--- src/rtl/core_run_ctrl_if.sv ---
// Host-to-controller program load handshake.
// The host drives valid/data/last; the controller answers with ready.
interface core_run_ctrl_if #(
    parameter int DATA_W = 32
);
    logic              load_valid;
    logic [DATA_W-1:0] load_data;
    logic              load_last;
    logic              load_ready;

    modport master (
        output load_valid,
        output load_data,
        output load_last,
        input  load_ready
    );

    modport slave (
        input  load_valid,
        input  load_data,
        input  load_last,
        output load_ready
    );
endinterface

--- src/rtl/core_run_ctrl.sv ---
// Load-and-run sequencer: streams a program into instruction memory,
// releases the core, then counts RUN cycles until finish or timeout.
module core_run_ctrl #(
    parameter int          ADDR_W  = 8,
    parameter int          DATA_W  = 32,
    parameter logic [31:0] TIMEOUT = 32'd100000
) (
    input  logic              clock,
    input  logic              rst,
    input  logic              start,
    core_run_ctrl_if.slave    load,
    input  logic              finish_flag,
    output logic              core_rst,
    output logic              imem_we,
    output logic [ADDR_W-1:0] imem_addr,
    output logic [DATA_W-1:0] imem_wdata,
    output logic              busy,
    output logic              done,
    output logic              timeout,
    input  logic              ack,
    output logic [31:0]       cycle_count
);

    typedef enum logic [2:0] {
        IDLE,
        LOAD,
        RUN,
        DONE,
        TOUT
    } state_t;

    localparam logic [ADDR_W-1:0] ADDR_ONE = {{(ADDR_W-1){1'b0}}, 1'b1};

    state_t            state;
    logic [ADDR_W-1:0] addr;
    logic [31:0]       cnt_nxt;
    logic              beat;
    logic              beat_last;

    assign load.load_ready = (state == LOAD);
    assign busy    = (state == LOAD) || (state == RUN);
    assign done    = (state == DONE);
    assign timeout = (state == TOUT);

    assign beat      = load.load_valid && (state == LOAD);
    // The top address closes the load so the counter never wraps.
    assign beat_last = load.load_last || (addr == '1);
    assign cnt_nxt   = (cycle_count == '1) ? cycle_count
                                           : cycle_count + 32'd1;

    always_ff @(posedge clock or negedge rst) begin
        if (!rst) begin
            state       <= IDLE;
            addr        <= '0;
            core_rst    <= 1'b1;
            imem_we     <= 1'b0;
            imem_addr   <= '0;
            imem_wdata  <= '0;
            cycle_count <= '0;
        end else begin
            imem_we <= 1'b0;
            unique case (state)
                IDLE: begin
                    if (start) begin
                        state       <= LOAD;
                        addr        <= '0;
                        cycle_count <= '0;
                    end
                end
                LOAD: begin
                    if (beat) begin
                        imem_we    <= 1'b1;
                        imem_addr  <= addr;
                        imem_wdata <= load.load_data;
                        addr       <= addr + ADDR_ONE;
                        if (beat_last) begin
                            state    <= RUN;
                            core_rst <= 1'b0;
                        end
                    end
                end
                RUN: begin
                    cycle_count <= cnt_nxt;
                    // finish in the same cycle as the limit counts as done
                    if (finish_flag) begin
                        state    <= DONE;
                        core_rst <= 1'b1;
                    end else if (cnt_nxt >= TIMEOUT) begin
                        state    <= TOUT;
                        core_rst <= 1'b1;
                    end
                end
                DONE, TOUT: begin
                    if (ack) begin
                        state <= IDLE;
                    end
                end
                default: begin
                    state    <= IDLE;
                    core_rst <= 1'b1;
                end
            endcase
        end
    end

endmodule

--- src/flat_wrapper.sv ---
// flat-port wrapper written by rule: the top's interface ports become plain ports
module core_run_ctrl_flat 
#(
    parameter int          ADDR_W  = 8,
    parameter int          DATA_W  = 32,
    parameter logic [31:0] TIMEOUT = 32'd100000
)
  (clock, rst, start, finish_flag, core_rst, imem_we, imem_addr, imem_wdata, busy, done, timeout, ack, cycle_count, load_load_valid, load_load_data, load_load_last, load_load_ready);
  core_run_ctrl_if #(.DATA_W(DATA_W)) load_i ();
  input  logic clock;
  input  logic rst;
  input  logic start;
  input  logic finish_flag;
  output logic core_rst;
  output logic imem_we;
  output logic [ADDR_W-1:0] imem_addr;
  output logic [DATA_W-1:0] imem_wdata;
  output logic busy;
  output logic done;
  output logic timeout;
  input  logic ack;
  output logic [31:0] cycle_count;
  input wire logic [$bits(load_i.load_valid)-1:0] load_load_valid;
  input wire logic [$bits(load_i.load_data)-1:0] load_load_data;
  input wire logic [$bits(load_i.load_last)-1:0] load_load_last;
  output wire logic [$bits(load_i.load_ready)-1:0] load_load_ready;
  assign load_i.load_valid = load_load_valid;
  assign load_i.load_data = load_load_data;
  assign load_i.load_last = load_load_last;
  assign load_load_ready = load_i.load_ready;
  core_run_ctrl #(.ADDR_W(ADDR_W), .DATA_W(DATA_W), .TIMEOUT(TIMEOUT)) u_core (.clock(clock), .rst(rst), .start(start), .load(load_i), .finish_flag(finish_flag), .core_rst(core_rst), .imem_we(imem_we), .imem_addr(imem_addr), .imem_wdata(imem_wdata), .busy(busy), .done(done), .timeout(timeout), .ack(ack), .cycle_count(cycle_count));
endmodule
--- config.mk ---
export PLATFORM = sky130hd
export DESIGN_NAME = core_run_ctrl_flat
export DESIGN_NICKNAME = d
export VERILOG_FILES = /design/src/rtl/core_run_ctrl_if.sv /design/src/rtl/core_run_ctrl.sv /design/src/flat_wrapper.sv
export SDC_FILE = /design/constraint.sdc
export NUM_CORES = 1
export LEC_CHECK = 0
export CAP_MARGIN = 20
export CELL_PAD_IN_SITES_DETAIL_PLACEMENT = 1
export CELL_PAD_IN_SITES_GLOBAL_PLACEMENT = 2
export CORE_ASPECT_RATIO = 0.7
export CORE_UTILIZATION = 29
export CTS_BUF_LIST = sky130_fd_sc_hd__clkbuf_4 sky130_fd_sc_hd__clkbuf_8
export DETAILED_ROUTE_END_ITERATION = 10
export PLACE_DENSITY_LB_ADDON = 0.1
export SLEW_MARGIN = 10
export SYNTH_ARGS = -nofsm -noshare
export SYNTH_HDL_FRONTEND = slang
export SYNTH_SLANG_ARGS = --single-unit
--- constraint.sdc ---
create_clock -name clock -period 3.5 [get_ports clock]
set_input_delay 0.875 -clock clock [delete_from_list [all_inputs] [get_ports clock]]
set_output_delay 0.875 -clock clock [all_outputs]
set_load 0.01 [all_outputs]
==> impl_results.md, run 1 <==
- # clock sinks: 85
- Setup repair after global routing missed its margin: no
- Worst path most repeated cell: sky130_fd_sc_hd__nand4_1
- Cell Rows: 38
- Leakage: roughly 2.6 nW
- Cell type of the slowest stage on the worst timing path: sky130_fd_sc_hd__or4_1
- Length of the first detailed-routing pass in iterations: 8
- Critical path cell sequence: nand4_1 -> nor4_4 -> a21oi_2 -> nand4_1 -> nor3b_1 -> o2111ai_1 -> or4_1 -> a31o_1
- Power share of the sequential group: between 30% and 40%
- HP Class: primary input to asynchronous set/reset pin
- Grt total ovfl: 0
- Post-route cell area: approximately 6200 um2
- Number of hold buffers added after CTS: 0
- Portion of total power attributed to the clock network: about 22%
- Buffers & Inverters on Critical Path: 0
- Pin count of the biggest net entering global routing: 48
- Clock buffer depth: 2
- CP max FO: 10
- Levels on crit path: 8
- Fraction of power spent switching nets: a little under two fifths
- Power per cell area: between 500 and 600 nW/um2
- Number of buffers inserted by port buffering: between 100 and 150
- Vias in the first global route: around 4500
- Total clock buffers created by CTS: 9
- Number of antenna violations at the first check in global routing: 0
- Vias post-DR: about 4600
- Number of distinct standard cells referenced by the synthesized netlist: 59
- Kind of critical path: flip-flop to flip-flop
- Average wire per standard cell: 17.6 um
- Top post-synthesis cells by count: sky130_fd_sc_hd__nand2_1 (156), sky130_fd_sc_hd__dfrtp_1 (84), sky130_fd_sc_hd__o21ai_0 (56)
- Initial core utilization: 29.7%
- Status: finished, violations left
- CTS Root Buffer Type: sky130_fd_sc_hd__clkbuf_8
- Peak clock frequency supported by timing: 0.310 GHz
- CTS tree: yes
- Reported net switching power: between 0.001 and 0.0015 W
- Part of the Yosys area used for sequential elements: between 40% and 50%
- Post-route DRC violation count: 7
- Most instantiated library cell after synthesis: sky130_fd_sc_hd__nand2_1
- GRT Overall Usage: between 10% and 20%
- Combinational fraction of design power: between 40% and 50%
- Count of cells along the worst register-to-register path: 8
- Startpoint type of the worst setup path: flip-flop
- Worst slew margin relative to its limit: 60.8%
- Register-to-Register Setup Slack: ~280 ps
- DIE HEIGHT: 107 um
- Tightest Pin Transition: slightly below 600 ps
- HPWL after DPL: 11000 um
- Largest stage delay on the critical path: ~560 ps
- Full die area: 16400 um2
- I/O pin total: 117
- Area delta synth->final: 35.7%
- Postcts setup bufs: 0
- Total nets after synthesis: approximately 600
- Wirelength, routed: around 15000 um
- Area fraction of the dominant cell type after synthesis: between 40% and 50%
- Int Power: 0.00233 W
- Beginning of the worst register-to-register path: u_core.cycle_count[30]
- Core Region: between 15000 and 20000 um2
- Peak ir drop on the vdd network: ~220 uV
- # fillers: roughly 1800
- Final net count: roughly 710
- Number of resized instances in the post-cts repair step: 0
- Post-synth EDFFs: 0
- Post-Place Cell Area: roughly 6000 um2
- Max-Cap Viols: 0
- Clock skew: roughly 9.8 ps
- Post-synth ARST share: 100%
- Commonest register cell after synthesis: sky130_fd_sc_hd__dfrtp_1
- Worst Path Arrival: about 3500 ps
- Total inserted antenna cells: 0
- Final Max Tran Viols: 0
- Total negative slack for setup checks: 0 ps
- Number of cells produced by synthesis: approximately 550
- Largest cells by area after synthesis: sky130_fd_sc_hd__dfrtp_1 (46%), sky130_fd_sc_hd__nand2_1 (13%), sky130_fd_sc_hd__o21ai_0 (6.1%)
- Crit path capture type: flip-flop
- Via-per-instance ratio: around 5.2
- Final Critical Period: roughly 3200 ps
- Gp weighted congestion: about 0.83
- Terminus of the critical flop-to-flop path: u_core.state[2]
- Worst Path Required: 3770 ps
- Kind of cell adding the most delay to the critical path: simple AND/OR/NAND/NOR gates
- Clock latency on the worst-skew pair: about 380 ps
- Antenna violation net count after detailed routing: 0
- Number of warning messages in the yosys log: 0
- Cell type with the highest aggregate area in the netlist: sky130_fd_sc_hd__dfrtp_1
- Mapped Avg Cell Area: between 8 and 9 um2
- Number of DRC markers after the initial detailed-route iteration: ~250
- Setup violation total in the final timing report: 0
- Width of the die: roughly 150 um
- Layout cells sized above 1: 7.31%
- Wire length of the first global-routing pass: 24900 um
- Tcrit/Tclk final: between 90% and 100%
- Final hold vios: 0
- CTS H-tree lvls: 3
- Clk pin slew, worst setup/hold paths: about 90 ps
- Post-synth design cell area: 4600 um2
- Violated checks: design-rule violations
- Number of synthesized register bits: 85
[worst reg2reg max path, stage by stage, from the launching register on]
cell and delay [ps]:
sky130_fd_sc_hd__dfrtp_1 510, sky130_fd_sc_hd__nand4_1 370, sky130_fd_sc_hd__nor4_4 520, sky130_fd_sc_hd__a21oi_2 260, sky130_fd_sc_hd__nand4_1 230, sky130_fd_sc_hd__nor3b_1 230
sky130_fd_sc_hd__o2111ai_1 200, sky130_fd_sc_hd__or4_1 560, sky130_fd_sc_hd__a31o_1 230
[layout make-up]
cell class	instances	area, um2	share of cell area, %
inverters	8	30.0	0.481
flip-flops and latches	85	2130	34.1
clock buffers	11	145	2.32
clock inverters	5	82.6	1.32
multi-input cells	429	2310	37.0
well taps	200	250	4.01
repair buffers	132	1290	20.7
[registers in the layout, summed over array words and instances (netlist names)]
register,count
u_core.addr,8
u_core.core_rst,1
u_core.imem_wdata,32
u_core.imem_addr,8
u_core.cycle_count,32
u_core.imem_we,1
u_core.state,3
[cells by family after synthesis]
logic type      Yosys count  share of synthesized area (%)
simple gates            302                           31.5
compound gates          111                           15.2
mux                       4                          0.924
fa+ha+maj                 2                          0.544
xor+xnor                 10                           1.90
flops                    85                           46.2
buf+inv                  39                           3.62
[metrics by stage]
stage	worst slack, ps	hold slack, ps	utilization [%]	total power, W	cells
finish	276	470	40.3	0.00369	870
global route	70.3	487	40.3	0.00397	870
CTS	308	478	40.2	0.00374	869
detailed placement	347	463	38.7	0.00290	853
global placement	386	457	38.7	0.00286	853
floorplan	539	481	-	0.00210	553
[worst max-delay path by stage]
| stage | start | to |
|---|---|---|
| after detailed placement | u_core.cycle_count[30] | u_core.state[2] |
| final | u_core.cycle_count[30] | u_core.state[2] |
| after CTS | u_core.cycle_count[30] | u_core.state[2] |
| after floorplan | u_core.cycle_count[0] | u_core.state[2] |
| after global routing | u_core.cycle_count[30] | u_core.state[1] |
| after global placement | u_core.cycle_count[30] | u_core.state[2] |
[per-layer routing]
metal / vias up / share of wire (%) / GRT usage [%]
li1: 2167 / - / -
met1: 2255 / 50 / 28.0
met2: 120 / 43 / 28.7
met3: 15 / 6.3 / 5.43
met4: 0 / 0.96 / 4.11
met5: - / 0 / 0
[placed cells by master (no fill, tap or decap), types with 6 or more instances in the layout]
master / count
sky130_fd_sc_hd__nand4_1: 17
sky130_fd_sc_hd__clkbuf_8: 10
sky130_fd_sc_hd__nand3_1: 26
sky130_fd_sc_hd__buf_4: 15
sky130_fd_sc_hd__nand2_1: 156
sky130_fd_sc_hd__inv_1: 7
sky130_fd_sc_hd__and3_1: 6
sky130_fd_sc_hd__and4_1: 6
sky130_fd_sc_hd__a31oi_1: 12
sky130_fd_sc_hd__clkdlybuf4s50_1: 115
sky130_fd_sc_hd__a21oi_1: 11
sky130_fd_sc_hd__dfrtp_1: 84
sky130_fd_sc_hd__xnor2_1: 6
sky130_fd_sc_hd__nor2_1: 39
sky130_fd_sc_hd__nor3_1: 13
sky130_fd_sc_hd__o21ai_0: 56
sky130_fd_sc_hd__o31ai_1: 7
[power by group through the flow]
stage / Combinational [W] / Clock (W) / Sequential, W
6_report: 0.00148 / 0.000822 / 0.00139
5_1_grt: 0.00166 / 0.000884 / 0.00143
4_1_cts: 0.00149 / 0.000855 / 0.00139
3_5_place_dp: 0.00149 / 0 / 0.00141
3_3_place_gp: 0.00146 / 0 / 0.00140
2_1_floorplan: 0.000638 / 0 / 0.00146
Power figures use the tool's default switching activity.
==> inputs of run 2 (changes only) <==
CORE_MARGIN = 2   (was default)
==> impl_results.md, run 2 (same netlist as run 1, synthesis figures left out) <==
- Status: complete, no violations (was finished, violations left)
- Leakage: 2.64 nW (was 2.65 nW)
- Width of the die: 155 um (was 153 um)
- Total clock buffers created by CTS: 9 (unchanged)
- Average wire per standard cell: 17.6 um (about the same)
- Number of DRC markers after the initial detailed-route iteration: 276 (was 251)
- Peak clock frequency supported by timing: 0.307 GHz (was 0.310 GHz)
- Kind of critical path: flip-flop to flip-flop (unchanged)
- Clock buffer depth: 2 (unchanged)
- Clock skew: 10.7 ps (was 9.82 ps)
- CTS H-tree lvls: 3 (unchanged)
- Final Max Tran Viols: 0 (unchanged)
- Core Region: 15500 um2 (unchanged)
- Met2 Track Usage GR: 29.4% (was 28.7%)
- Initial core utilization: 29.7% (unchanged)
- # clock sinks: 85 (unchanged)
- Peak ir drop on the vdd network: 260 uV (was 219 uV)
- DIE HEIGHT: 109 um (was 107 um)
- Number of buffers inserted by port buffering: 116 (unchanged)
- Number of antenna violations at the first check in global routing: 0 (unchanged)
- HPWL after DPL: 10900 um (was 11000 um)
- Post-route cell area: 6250 um2 (was 6240 um2)
- Layout cells sized above 1: 7.59% (was 7.31%)
- Commonest cells after routing, fill and taps aside: sky130_fd_sc_hd__nand2_1 (156), sky130_fd_sc_hd__clkdlybuf4s50_1 (115), sky130_fd_sc_hd__dfrtp_1 (84) (unchanged)
- Vias post-DR: 4523 (was 4557)
- CTS tree: yes (unchanged)
- CTS Root Buffer Type: sky130_fd_sc_hd__clkbuf_8 (unchanged)
- Final net count: 708 (was 706)
- Global Route met1 Usage: 26.4% (was 28.0%)
- Setup violation total in the final timing report: 0 (unchanged)
- Wire length of the first global-routing pass: 25400 um (was 24900 um)
- Startpoint type of the worst setup path: flip-flop (unchanged)
- Vias in the first global route: 4710 (was 4521)
- Post-Place Cell Area: 6030 um2 (was 6010 um2)
- CP max FO: 10 (unchanged)
- Gp weighted congestion: 0.826 (about the same)
- Clk pin slew, worst setup/hold paths: 100 ps (was 90 ps)
- Pin count of the biggest net entering global routing: 86 (was 48)
- Setup repair after global routing missed its margin: no (unchanged)
- Worst-case setup margin in the final layout: 239 ps (was 276 ps)
- Portion of total power attributed to the clock network: 20.9% (was 22.3%)
- Post-route DRC violation count: 0 (was 7)
- Antenna violation net count after detailed routing: 0 (unchanged)
- Crit path capture type: flip-flop (unchanged)
- I/O pin total: 117 (unchanged)
- Total placed cells including tap cells: 856 (was 853)
- Combinational fraction of design power: 40.9% (was 40.0%)
- Worst slew margin relative to its limit: 53.1% (was 60.8%)
- Tcrit/Tclk final: 93.2% (was 92.1%)
- Max-Cap Viols: 0 (unchanged)
- Wirelength, routed: 15300 um (about the same)
- Clock latency on the worst-skew pair: 380 ps (about the same)
- HP Class: flip-flop to flip-flop (was primary input to asynchronous set/reset pin)
- Area delta synth->final: 35.7% (about the same)
- Power per cell area: 583 nW/um2 (was 591 nW/um2)
- Power share of the sequential group: 38.1% (was 37.7%)
- Worst Path Required: 3770 ps (about the same)
- GRT Overall Usage: 19.0% (was 19.4%)
- Biggest registers after layout: u_core.cycle_count (32), u_core.imem_wdata (32) (unchanged)
- Postcts setup bufs: 0 (unchanged)
- Cell Rows: 38 (unchanged)
- Finished Layout Cells: 872 (was 870)
- Via-per-instance ratio: 5.19 (was 5.24)
- Post-Place Worst Slack: 314 ps (was 347 ps)
- Reported net switching power: 0.00140 W (was 0.00136 W)
- Final hold vios: 0 (unchanged)
- Full die area: 16900 um2 (was 16400 um2)
- Layer carrying the most global-route usage: met2 (unchanged)
- Most frequent standard cell in the layout excluding fill and tap cells: sky130_fd_sc_hd__nand2_1 (unchanged)
- Global-route track usage on met3: 5.52% (was 5.43%)
- Total negative slack for setup checks: 0 ps (unchanged)
- Int Power: 0.00224 W (was 0.00233 W)
- Worst Path Arrival: 3530 ps (was 3490 ps)
- Final Critical Period: 3260 ps (was 3220 ps)
- Fraction of power spent switching nets: 38.6% (was 36.9%)
- Tightest Pin Transition: 701 ps (was 588 ps)
- Grt total ovfl: 0 (unchanged)
- Total inserted antenna cells: 0 (unchanged)
- Length of the first detailed-routing pass in iterations: 4 (was 8)
run 2: cell count changes in the layout (fill, tap and decap cells not counted), sizes merged:
cell      change
clkbuf        -2
inv           +2
bufinv        -1
clkinv        -1
buf           +2
clkinvlp      +2
run 2: cell type report:
cell class                 instances  area [um2]
multi-input combinational        429        2320
sequential                        85        2130
tap                              200         250
clock inverter                     7        82.6
fill                            1822        9250
inverter                           8        30.0
clock buffer                       9         124
timing repair buffer             134        1310
run 2: routing by layer:
metal / up-vias / part of all wire (%)
met5: - / 0
met4: 0 / 0.84
met3: 10 / 5.9
met2: 102 / 43
met1: 2241 / 50
li1: 2170 / -
run 2: metrics by stage:
| step | power (W) | utilization, % | hold WS (ps) |
|---|---|---|---|
| global placement | 0.00286 | 38.8 | 456 |
| CTS | 0.00371 | 40.2 | 488 |
| finish | 0.00364 | 40.3 | 481 |
| floorplan | 0.00210 | - | 481 |
| global route | 0.00392 | 40.3 | 509 |
| detailed placement | 0.00293 | 38.9 | 464 |
run 2: final timing paths:
| path | start | end | slack (ps) | cells after the start |
|---|---|---|---|---|
| max | u_core.cycle_count[0] | u_core.state[2] | 240 | 9 |
| min | u_core.imem_wdata[18] | u_core.imem_wdata[18] | 480 | 2 |
| max reg2reg | u_core.cycle_count[0] | u_core.state[2] | 240 | 9 |
| min reg2reg | u_core.imem_wdata[18] | u_core.imem_wdata[18] | 480 | 2 |
| max in group asynchronous | rst | u_core.core_rst | 2590 | 2 |
| min in group asynchronous | rst | u_core.cycle_count[24] | 530 | 2 |
run 2: what timing repair did:
action	in CTS	in global routing
hold buffers	0	0
endpoints found under the setup margin	0	1
resized for setup	0	1
run 2: power by group through the flow:
stage / Clock [W] / Combinational [W] / Sequential (W)
4_1_cts: 0.000792 / 0.00152 / 0.00139
3_3_place_gp: 0 / 0.00147 / 0.00139
6_report: 0.000762 / 0.00149 / 0.00139
2_1_floorplan: 0 / 0.000638 / 0.00146
3_5_place_dp: 0 / 0.00152 / 0.00141
5_1_grt: 0.000828 / 0.00166 / 0.00143
run 2: worst max-delay path, cell delays in order, from the launching register on:
cell	delay [ps]
sky130_fd_sc_hd__dfrtp_1	430
sky130_fd_sc_hd__ha_1	290
sky130_fd_sc_hd__and3_1	240
sky130_fd_sc_hd__and4_1	340
sky130_fd_sc_hd__and4_1	340
sky130_fd_sc_hd__o21a_1	210
sky130_fd_sc_hd__o311ai_1	350
sky130_fd_sc_hd__a221oi_2	110
sky130_fd_sc_hd__or4_1	580
sky130_fd_sc_hd__a31o_1	250
